### src/rtl/pipeline_hazard_ctrl_if.sv
// rtl/pipeline_hazard_ctrl_if.sv - pipeline status inputs and hazard control outputs
interface pipeline_hazard_ctrl_if #(
  parameter int CNT_W = 16
);
  logic [4:0]       id_rs;
  logic [4:0]       id_rt;
  logic             id_uses_rt;
  logic             ex_memread;
  logic [4:0]       ex_rt;
  logic             mem_branch;
  logic             mem_zero;
  logic             mem_memread;
  logic             mem_memwrite;
  logic             dmem_ready;
  logic             pc_write;
  logic             ifid_write;
  logic             ifid_flush;
  logic             idex_flush;
  logic             exmem_flush;
  logic             pipe_freeze;
  logic             mem_timeout;
  logic [CNT_W-1:0] stall_cnt;
  logic [CNT_W-1:0] flush_cnt;

  // hazard controller side: observes pipeline status, drives register controls
  modport master (
    input  id_rs, id_rt, id_uses_rt, ex_memread, ex_rt,
           mem_branch, mem_zero, mem_memread, mem_memwrite, dmem_ready,
    output pc_write, ifid_write, ifid_flush, idex_flush, exmem_flush,
           pipe_freeze, mem_timeout, stall_cnt, flush_cnt
  );

  // pipeline side: presents status, consumes controls
  modport slave (
    output id_rs, id_rt, id_uses_rt, ex_memread, ex_rt,
           mem_branch, mem_zero, mem_memread, mem_memwrite, dmem_ready,
    input  pc_write, ifid_write, ifid_flush, idex_flush, exmem_flush,
           pipe_freeze, mem_timeout, stall_cnt, flush_cnt
  );
endinterface

### src/rtl/pipeline_hazard_ctrl.sv
// rtl/pipeline_hazard_ctrl.sv - load-use / branch / memory-wait hazard sequencer
module pipeline_hazard_ctrl #(
  parameter int MEM_TIMEOUT = 255,
  parameter int CNT_W       = 16
) (
  input  logic                  clk,
  input  logic                  rst,
  pipeline_hazard_ctrl_if.master hz
);
  localparam int WAIT_W = $clog2(MEM_TIMEOUT + 1);

  typedef enum logic [1:0] {RUN, MEM_WAIT, FAULT} state_t;

  state_t             state_q, state_d;
  logic [WAIT_W-1:0]  wait_q, wait_d;
  logic               timeout_q;
  logic [CNT_W-1:0]   stall_q, flush_q;

  logic load_use, taken, mem_busy;
  logic run_rules;
  logic pc_write, ifid_write, ifid_flush, idex_flush, exmem_flush, pipe_freeze;
  logic flush_inc;

  assign load_use = hz.ex_memread && (hz.ex_rt != 5'd0) &&
                    ((hz.ex_rt == hz.id_rs) || (hz.id_uses_rt && (hz.ex_rt == hz.id_rt)));
  assign taken    = hz.mem_branch && hz.mem_zero;
  assign mem_busy = (hz.mem_memread || hz.mem_memwrite) && !hz.dmem_ready;

  // Decide this cycle's controls and next state; the RUN taken/load-use rules
  // are shared with the MEM_WAIT completion cycle through run_rules.
  always_comb begin
    pc_write    = 1'b1;
    ifid_write  = 1'b1;
    ifid_flush  = 1'b0;
    idex_flush  = 1'b0;
    exmem_flush = 1'b0;
    pipe_freeze = 1'b0;
    flush_inc   = 1'b0;
    run_rules   = 1'b0;
    state_d     = state_q;
    wait_d      = wait_q;

    if (rst) begin
      pc_write    = 1'b0;
      ifid_write  = 1'b0;
      ifid_flush  = 1'b1;
      idex_flush  = 1'b1;
      exmem_flush = 1'b1;
      state_d     = RUN;
      wait_d      = '0;
    end else begin
      case (state_q)
        RUN: begin
          if (mem_busy) begin
            pc_write    = 1'b0;
            ifid_write  = 1'b0;
            pipe_freeze = 1'b1;
            state_d     = MEM_WAIT;
            wait_d      = '0;
          end else begin
            run_rules = 1'b1;
          end
        end
        MEM_WAIT: begin
          if (!hz.dmem_ready) begin
            pc_write    = 1'b0;
            ifid_write  = 1'b0;
            pipe_freeze = 1'b1;
            if (wait_q == WAIT_W'(MEM_TIMEOUT - 1)) begin
              state_d = FAULT;
            end else begin
              wait_d = wait_q + WAIT_W'(1);
            end
          end else begin
            run_rules = 1'b1;
            state_d   = RUN;
          end
        end
        default: begin
          pc_write    = 1'b0;
          ifid_write  = 1'b0;
          pipe_freeze = 1'b1;
        end
      endcase

      if (run_rules) begin
        if (taken) begin
          ifid_flush  = 1'b1;
          idex_flush  = 1'b1;
          exmem_flush = 1'b1;
          flush_inc   = 1'b1;
        end else if (load_use) begin
          pc_write   = 1'b0;
          ifid_write = 1'b0;
          idex_flush = 1'b1;
        end
      end
    end
  end

  // State, wait counter, sticky fault flag and saturating performance counters
  always_ff @(posedge clk) begin
    if (rst) begin
      state_q   <= RUN;
      wait_q    <= '0;
      timeout_q <= 1'b0;
      stall_q   <= '0;
      flush_q   <= '0;
    end else begin
      state_q   <= state_d;
      wait_q    <= wait_d;
      timeout_q <= (state_d == FAULT);
      if (!pc_write && (stall_q != '1)) stall_q <= stall_q + CNT_W'(1);
      if (flush_inc && (flush_q != '1)) flush_q <= flush_q + CNT_W'(1);
    end
  end

  assign hz.pc_write    = pc_write;
  assign hz.ifid_write  = ifid_write;
  assign hz.ifid_flush  = ifid_flush;
  assign hz.idex_flush  = idex_flush;
  assign hz.exmem_flush = exmem_flush;
  assign hz.pipe_freeze = pipe_freeze;
  assign hz.mem_timeout = timeout_q;
  assign hz.stall_cnt   = stall_q;
  assign hz.flush_cnt   = flush_q;
endmodule
### src/flat_wrapper.sv
// flat-port wrapper written by rule: the top's interface ports become plain ports
module pipeline_hazard_ctrl_flat 
#(
  parameter int MEM_TIMEOUT = 255,
  parameter int CNT_W       = 16
)
  (clk, rst, hz_id_rs, hz_id_rt, hz_id_uses_rt, hz_ex_memread, hz_ex_rt, hz_mem_branch, hz_mem_zero, hz_mem_memread, hz_mem_memwrite, hz_dmem_ready, hz_pc_write, hz_ifid_write, hz_ifid_flush, hz_idex_flush, hz_exmem_flush, hz_pipe_freeze, hz_mem_timeout, hz_stall_cnt, hz_flush_cnt);
  pipeline_hazard_ctrl_if #(.CNT_W(CNT_W)) hz_i ();
  input  logic clk;
  input  logic rst;
  input wire logic [$bits(hz_i.id_rs)-1:0] hz_id_rs;
  input wire logic [$bits(hz_i.id_rt)-1:0] hz_id_rt;
  input wire logic [$bits(hz_i.id_uses_rt)-1:0] hz_id_uses_rt;
  input wire logic [$bits(hz_i.ex_memread)-1:0] hz_ex_memread;
  input wire logic [$bits(hz_i.ex_rt)-1:0] hz_ex_rt;
  input wire logic [$bits(hz_i.mem_branch)-1:0] hz_mem_branch;
  input wire logic [$bits(hz_i.mem_zero)-1:0] hz_mem_zero;
  input wire logic [$bits(hz_i.mem_memread)-1:0] hz_mem_memread;
  input wire logic [$bits(hz_i.mem_memwrite)-1:0] hz_mem_memwrite;
  input wire logic [$bits(hz_i.dmem_ready)-1:0] hz_dmem_ready;
  output wire logic [$bits(hz_i.pc_write)-1:0] hz_pc_write;
  output wire logic [$bits(hz_i.ifid_write)-1:0] hz_ifid_write;
  output wire logic [$bits(hz_i.ifid_flush)-1:0] hz_ifid_flush;
  output wire logic [$bits(hz_i.idex_flush)-1:0] hz_idex_flush;
  output wire logic [$bits(hz_i.exmem_flush)-1:0] hz_exmem_flush;
  output wire logic [$bits(hz_i.pipe_freeze)-1:0] hz_pipe_freeze;
  output wire logic [$bits(hz_i.mem_timeout)-1:0] hz_mem_timeout;
  output wire logic [$bits(hz_i.stall_cnt)-1:0] hz_stall_cnt;
  output wire logic [$bits(hz_i.flush_cnt)-1:0] hz_flush_cnt;
  assign hz_i.id_rs = hz_id_rs;
  assign hz_i.id_rt = hz_id_rt;
  assign hz_i.id_uses_rt = hz_id_uses_rt;
  assign hz_i.ex_memread = hz_ex_memread;
  assign hz_i.ex_rt = hz_ex_rt;
  assign hz_i.mem_branch = hz_mem_branch;
  assign hz_i.mem_zero = hz_mem_zero;
  assign hz_i.mem_memread = hz_mem_memread;
  assign hz_i.mem_memwrite = hz_mem_memwrite;
  assign hz_i.dmem_ready = hz_dmem_ready;
  assign hz_pc_write = hz_i.pc_write;
  assign hz_ifid_write = hz_i.ifid_write;
  assign hz_ifid_flush = hz_i.ifid_flush;
  assign hz_idex_flush = hz_i.idex_flush;
  assign hz_exmem_flush = hz_i.exmem_flush;
  assign hz_pipe_freeze = hz_i.pipe_freeze;
  assign hz_mem_timeout = hz_i.mem_timeout;
  assign hz_stall_cnt = hz_i.stall_cnt;
  assign hz_flush_cnt = hz_i.flush_cnt;
  pipeline_hazard_ctrl #(.MEM_TIMEOUT(MEM_TIMEOUT), .CNT_W(CNT_W)) u_core (.clk(clk), .rst(rst), .hz(hz_i));
endmodule
### config.mk
export PLATFORM = sky130hd
export DESIGN_NAME = pipeline_hazard_ctrl_flat
export DESIGN_NICKNAME = d
export VERILOG_FILES = /design/src/rtl/pipeline_hazard_ctrl_if.sv /design/src/rtl/pipeline_hazard_ctrl.sv /design/src/flat_wrapper.sv
export SDC_FILE = /design/constraint.sdc
export NUM_CORES = 1
export LEC_CHECK = 0
export ABC_AREA = 1
export ABC_CLOCK_PERIOD_IN_PS = 3050
export CAP_MARGIN = 5
export CORE_MARGIN = 5
export CORE_UTILIZATION = 52
export CTS_BUF_LIST = sky130_fd_sc_hd__clkbuf_2
export CTS_CLUSTER_DIAMETER = 150
export DETAILED_ROUTE_END_ITERATION = 8
export PLACE_DENSITY = 0.9
export SLEW_MARGIN = 20
export SYNTH_ARGS = -nofsm -noshare
export SYNTH_HDL_FRONTEND = slang
export SYNTH_SLANG_ARGS = --single-unit
### constraint.sdc
create_clock -name clk -period 3.05 [get_ports clk]
set_clock_uncertainty 0.15 [all_clocks]
set_input_delay 0.915 -clock clk [delete_from_list [all_inputs] [get_ports clk]]
set_output_delay 0.915 -clock clk [all_outputs]
set_load 0.01 [all_outputs]
==> reports/metrics.yaml <==
clock_tree:
  clock_path_buffers: 2
  htree_num_levels: 2
  clkTransAtPathRegs_ns: 0.22
  cts_made_buffers: 5
  cts_sinks: 43
  cts_tree: "done"
  cts_hold_buffers: 0
  insertion_delay_ns: 0.41
  cts_root_buf: "clkbuf_2"
global_routing:
  grt_max_degree: 33
  grt_pass1_wl_mm: 12.3
  grt_use_total_pct: 22.9
  overflow: 0
  grt_pass1_vias: 2911
  antenna_found_initial: 0
routing:
  m1WireLength_mm: 3.09
  drtIter0Drc: 208
  routed_via_density: 5.20
  top_layer_used: "met4"
  first_pass_iters: 5
  wl_met3_um: 367
  wl_per_cell_um: 12.8
  ant_nets: 0
  drc: 0
  wl_met2_mm: 3.70
  wirelength_mm: 7.34
  dr_total_vias: 2990
finish:
  final_common_cell: "nand2_1"
  drive_gt1_share_pct: 15.8
  syn_to_final_growth_pct: 30.9
  fill_cells: 457
  multiInputGateArea_mm2: 0.00161
  final_cell_mix: "105 x nand2_1, 68 x nor2_1, 44 x inv_1, 43 x dfxtp_1"
  n_antenna_cell: 0
  finalInstanceArea_mm2: 0.00354
  regArea_um2: 861
  layout.cells.non_filler: 575
  nets: 532
floorplan:
  start_util_pct: 53.3
  fp.dieW_um: 82.1
  die-area_mm2: 0.00674
  core_area_mm2: 0.00507
  num_rows: 26
  io_pins: 63
  die_h_um: 82.1
synthesis:
  yosys_warnings: 0
  syn_nets: 455
  syn_area_per_cell_um2: 6.34
  synth_area_mm2: 0.00271
  yosysTopAreaCell: "dfxtp_1"
  synth.top_cell.area_share_pct: 31.8
  ys_seq_elements: 43
  ys_top_cells_by_area: "dfxtp_1 32%, nand2_1 15%, nor2_1 10%"
  yosysSeqAreaShare_pct: 31.8
  synthCells: 427
  yosysUniqueCellTypes: 34
power_and_ir_drop:
  peakVddDrop_v: 0.000223
  power_density_mw_per_mm2: 288
  power_mw: 1.02
  p_leak_nw: 1.49
setup_path:
  endpoint_kind: "output pin"
  cp_cell_sequence: "clkdlybuf4s15_1 -> inv_2 -> nand2_1 -> nand2_1 -> nor2_1 -> nand3_1 -> nand2_2 -> nand3_2 -> nand2_2 -> inv_2 -> buf_6"
  rr_endpoint: "u_core.hz.flush_cnt[10]"
  slowest_delay_ns: 0.22
  cp.required_ns: 1.98
  cp_slowest_cell: "clkdlybuf4s15_1"
  path_max_fanout: 3
  worst-endpoint-arrival_ns: 1.96
  worstReg2RegStart: "u_core.state_q[0]"
  critPathKind: "input pin to output pin"
  cp-start-kind: "input pin"
  cpLargestDelayFamily: "simple AND/OR/NAND/NOR gates"
  path_buf_inv: 4
  reg2regPathDepth: 12
  r2r_slack_ns: 0.95
timing:
  timing.fmax_ghz: 0.331
  maxSlewHeadroom_pct: 78.1
  finalSetupViolCount: 0
  worst_pin_slew_ns: 0.327
  fin_crit_ns: 3.02
  hold_viol: 0
  slew_violations: 0
  layout_setup_ws_ns: 0.0279
  finalCritPeriodShare_pct: 99.1
  setup-tns-final_ns: 0
placement:
  dp_hpwl_mm: 5.25
  dpl_cell_area_mm2: 0.00344
  dp_cells: 561
  gp_congestion: 0.870
  place_ws_ns: -0.607
  io_buffers: 62
hold_path:
  min_path_cells: 2
  worstHoldPathType: "flop to flop"
  holdPathEnd: "u_core.wait_q[4]"
  min-delay-start: "u_core.wait_q[4]"
flow_run:
  max_cap_viol_count: 0
outcome:
  outcome: "completed"
-- kinds of logic after synthesis --
group,Yosys count,synth area share (%)
simple gates,256,41.8
flops,43,31.8
fa+ha+maj,4,1.85
xor+xnor,11,3.56
buf+inv,65,10.5
compound gates,48,10.5
-- area by class of cell --
cell class	count	area share [%]
Clock buffer	5	0.707
Clock inverter	3	0.565
Inverter	53	5.69
Multi-Input combinational cell	319	45.3
Sequential cell	43	24.3
Tap cell	70	2.47
Timing Repair Buffer	82	20.9
-- synth_stat cells --
master and instances:
a21oi_1 28, a21oi_2 10, a31o_2 1, and2_1 2, buf_1 2, buf_12 1
buf_2 4, buf_4 2, buf_6 1, clkbuf_1 2, dfxtp_1 43, ha_1 4
inv_1 51, inv_2 1, inv_4 1, nand2_1 107, nand2_2 5, nand2b_1 1
nand3_1 39, nand3_2 3, nand3b_1 1, nand4_1 8, nor2_1 73, nor2_2 1
nor2_4 3, nor3_1 10, nor3_2 1, nor3_4 1, o211ai_1 1, o21ai_0 7
o21ai_1 1, or2_2 1, xnor2_1 5, xor2_1 6
-- flip-flops by register name, indices dropped and copies added, names as in the netlist --
register	count
u_core.wait_q	8
u_core.hz.stall_cnt	16
u_core.state_q	2
u_core.hz.flush_cnt	16
u_core.hz.mem_timeout	1
-- worst max path at each step --
stage,start,end,slack [ns],cells past startpoint
final,hz_ex_rt[1],hz_pc_write,0.03,11
after global routing,hz_ex_rt[1],hz_pc_write,-0.04,11
after CTS,hz_ex_rt[1],hz_pc_write,0.03,11
after detailed placement,hz_ex_rt[3],hz_pc_write,-0.61,11
after global placement,hz_ex_rt[1],hz_pc_write,-0.58,11
after floorplan,hz_ex_rt[0],hz_pc_write,0.10,11
-- power breakdown --
group / switching [mW] / internal [mW]
Combinational: 0.102 / 0.0840
Clock: 0.195 / 0.0542
Sequential: 0.0117 / 0.572
Total: 0.308 / 0.710
-- routing by layer --
metal  global-route usage, %  up-vias
met5                       0        -
met3                    3.69       16
li1                        -     1511
met1                    27.9     1352
met2                    40.4      111
met4                    8.80        0
-- worst register-to-register path: stages (launching register included) --
cell,delay [ns]
dfxtp_1,0.40
nor2_2,0.23
a21oi_4,0.11
buf_6,0.13
nor2_4,0.10
buf_4,0.12
buf_4,0.09
nand3_2,0.08
nor2_4,0.22
buf_4,0.21
nand3_1,0.08
nand2_1,0.07
nor2_1,0.04
-- stage by stage --
step / utilization [%] / hold slack [ns]
floorplan: - / 0.315
finish: 69.8 / 0.362
global route: 69.8 / 0.388
CTS: 69.6 / 0.366
detailed placement: 67.7 / 0.341
global placement: 67.7 / 0.326
-- repair_timing --
action                     CTS  global route
setup buffers                6             0
gates resized for setup     58            15
hold endpoints to repair     0             0
pin swaps                   15            11
setup endpoints to repair    6             3
No activity file was read; power rests on OpenSTA's default activity.
==> variant, RTL diff (same settings) <==
`CNT_W` is set to 16 in 3 places; all go to 14.
--- a/src/rtl/pipeline_hazard_ctrl_if.sv
+++ b/src/rtl/pipeline_hazard_ctrl_if.sv
@@ -1,6 +1,6 @@
 // rtl/pipeline_hazard_ctrl_if.sv - pipeline status inputs and hazard control outputs
 interface pipeline_hazard_ctrl_if #(
-  parameter int CNT_W = 16
+  parameter int CNT_W = 14
 );
   logic [4:0]       id_rs;
   logic [4:0]       id_rt;
--- a/src/rtl/pipeline_hazard_ctrl.sv
+++ b/src/rtl/pipeline_hazard_ctrl.sv
@@ -1,7 +1,7 @@
 // rtl/pipeline_hazard_ctrl.sv - load-use / branch / memory-wait hazard sequencer
 module pipeline_hazard_ctrl #(
   parameter int MEM_TIMEOUT = 255,
-  parameter int CNT_W       = 16
+  parameter int CNT_W       = 14
 ) (
   input  logic                  clk,
   input  logic                  rst,
--- a/src/flat_wrapper.sv
+++ b/src/flat_wrapper.sv
@@ -2,7 +2,7 @@
 module pipeline_hazard_ctrl_flat 
 #(
   parameter int MEM_TIMEOUT = 255,
-  parameter int CNT_W       = 16
+  parameter int CNT_W       = 14
 )
   (clk, rst, hz_id_rs, hz_id_rt, hz_id_uses_rt, hz_ex_memread, hz_ex_rt, hz_mem_branch, hz_mem_zero, hz_mem_memread, hz_mem_memwrite, hz_dmem_ready, hz_pc_write, hz_ifid_write, hz_ifid_flush, hz_idex_flush, hz_exmem_flush, hz_pipe_freeze, hz_mem_timeout, hz_stall_cnt, hz_flush_cnt);
   pipeline_hazard_ctrl_if #(.CNT_W(CNT_W)) hz_i ();
Ports: changed (resized hz_flush_cnt and hz_stall_cnt); port bits go from 63 to 59. The function was not compared with the original's and may differ.
==> variant against the original RTL <==
Sequential cell count decreased by 4; clock power increased by 24%; critical path type unchanged; worst setup slack improved by 0.026 ns; core utilization increased by 0.40 points; synthesized area decreased by 12%; routed wire length decreased by 18%; power decreased by 1.9%; cell area decreased by 13%; final cell count decreased by 14%.
==> variant: results (changes against the original RTL) <==
Pwr
  – Sw Pwr: 268 uW (-13%)
  – Net Sw Frac: 26.8% (-3.5 points)
  – Clock power frac: 30.9% (+6.4 points)
  – Max VDD drop: 0.000199 V (-11%)
  – Static Leak: 0.00130 uW (-12%)
  – P_comb: 159 uW (-15%)

Worst hold path
  – Worst hold path class: reg2reg

Clocking
  – Setup Buffers After CTS: 2 (-4)
  – Clock transition at the registers of the reported paths: 0.19 ns (-0.03 ns)
  – Clock latency reported for the late side of the worst-skew pair: 0.39 ns (-0.02 ns)
  – CTS Root Cell: clkbuf_2
  – Post_cts resized: 53 (-8.6%)

Place
  – RD Place Congestion: 0.901 (+3.5%)
  – Hpwl dp: 4450 um (-15%)
  – Placed cell count: 486 (-13%)
  – Port Buf Inserts: 58 (-6.5%)
  – Post-place instance area: 0.00302 mm^2 (-12%)

Drt
  – Vias per cell: 5.26 (+1.1%)
  – WL per Instance: 12.1 um (-5.3%)
  – Met3 WL: 448 um (+22%)
  – Met1 WL: 2460 um (-20%)
  – 1st-iter DRT viols: 124 (-40%)
  – Drt first pass iters: 4 (-1)
  – Metal2 WL: 2930 um (-21%)

Logic synthesis
  – Most frequent cells after synthesis: nand2_1 (86), nor2_1 (70), inv_1 (41)
  – Top cells by area, synth: dfxtp_1 (33%), nand2_1 (14%), nor2_1 (11%)
  – Sequential area share after synthesis: 32.9% (+1.1 points)
  – Mapped Cells: 378 (-11%)
  – Yosys cell types: 32 (-5.9%)
  – Syn. warnings: 0 (unchanged)
  – Synthesized Nets: 406 (-11%)

Setup path
  – Arrival @ worst endpoint: 1.93 ns (-0.03 ns)
  – Worst stage delay on the critical path: 0.27 ns (+0.05 ns)
  – Crit-path slowest cell: dlygate4sd2_1

GRT
  – GRT Total Usage: 19.9% (-3.1 points)
  – Met2 Track Usage GR: 35.1% (-5.3 points)
  – First-pass GRT wire length: 10100 um (-18%)
  – Met1 Resource Use GR: 22.6% (-5.2 points)
  – GR Util met3: 5.56% (+1.9 points)
  – Largest net degree at the start of global routing: 27 (-18%)
  – Number of global-route vias before repair: 2349 (-19%)

Cells and area
  – Number of fill cells in the layout: 401 (-12%)
  – Total Nets Final: 471 (-11%)
  – Post-Layout Cell Count: 495 (-14%)
  – Share of layout cells above drive strength 1: 12.2% (-3.7 points)

STA
  – Worst Tran Pin Value: 0.428 ns (+0.102 ns)

Status
  – Outcome: finished clean
==> variant: final cells by class <==
class                           count  area, um^2  area share (%)
Multi-Input combinational cell    285        1390            45.2
Sequential cell                    39         781            25.4
Timing Repair Buffer               70         622            20.2
Inverter                           42         158            5.12
Tap cell                           52        65.1            2.11
Clock buffer                        6        30.0           0.976
Clock inverter                      1        30.0           0.976
==> variant: worst max-delay path, delay by kind of cell <==
kind / cells / cell delay [ns]
buffers and inverters: 4 / 0.60
AND/OR/NAND/NOR: 3 / 0.33
AO/OA/AOI/OAI: 1 / 0.09
==> variant: cells by family (layout without fill, tap and decap cells) <==
group | Yosys count | in the layout | share of synthesized area (%)
flip-flops | 39 | 39 | 32.9
AND/OR/NAND/NOR | 222 | 222 | 40.6
XOR/XNOR | 10 | 10 | 3.69
adder cells (fa/ha/maj) | 4 | 4 | 2.11
buffers and inverters | 54 | 119 | 9.85
AO/OA/AOI/OAI | 49 | 49 | 10.9
==> variant: per-stage QoR <==
stage | util (%) | hold slack, ns | worst slack (ns)
detailed placement | 68.9 | 0.334 | -0.663
finish | 70.2 | 0.358 | 0.0535
global placement | 68.9 | 0.324 | -0.623
floorplan | - | 0.314 | 0.0864
global route | 70.2 | 0.392 | -0.0166
CTS | 70.1 | 0.355 | 0.00841
==> variant: worst paths after layout <==
path,startpoint,end,slack (ns),cells after the start
min reg2reg,u_core.hz.flush_cnt[12]$_SDFFE_PP0P_,u_core.hz.flush_cnt[12]$_SDFFE_PP0P_,0.36,2
max reg2reg,u_core.hz.flush_cnt[0]$_SDFFE_PP0P_,u_core.hz.flush_cnt[9]$_SDFFE_PP0P_,1.02,8
min,u_core.hz.flush_cnt[12]$_SDFFE_PP0P_,u_core.hz.flush_cnt[12]$_SDFFE_PP0P_,0.36,2
max,hz_mem_memread,hz_pc_write,0.05,8
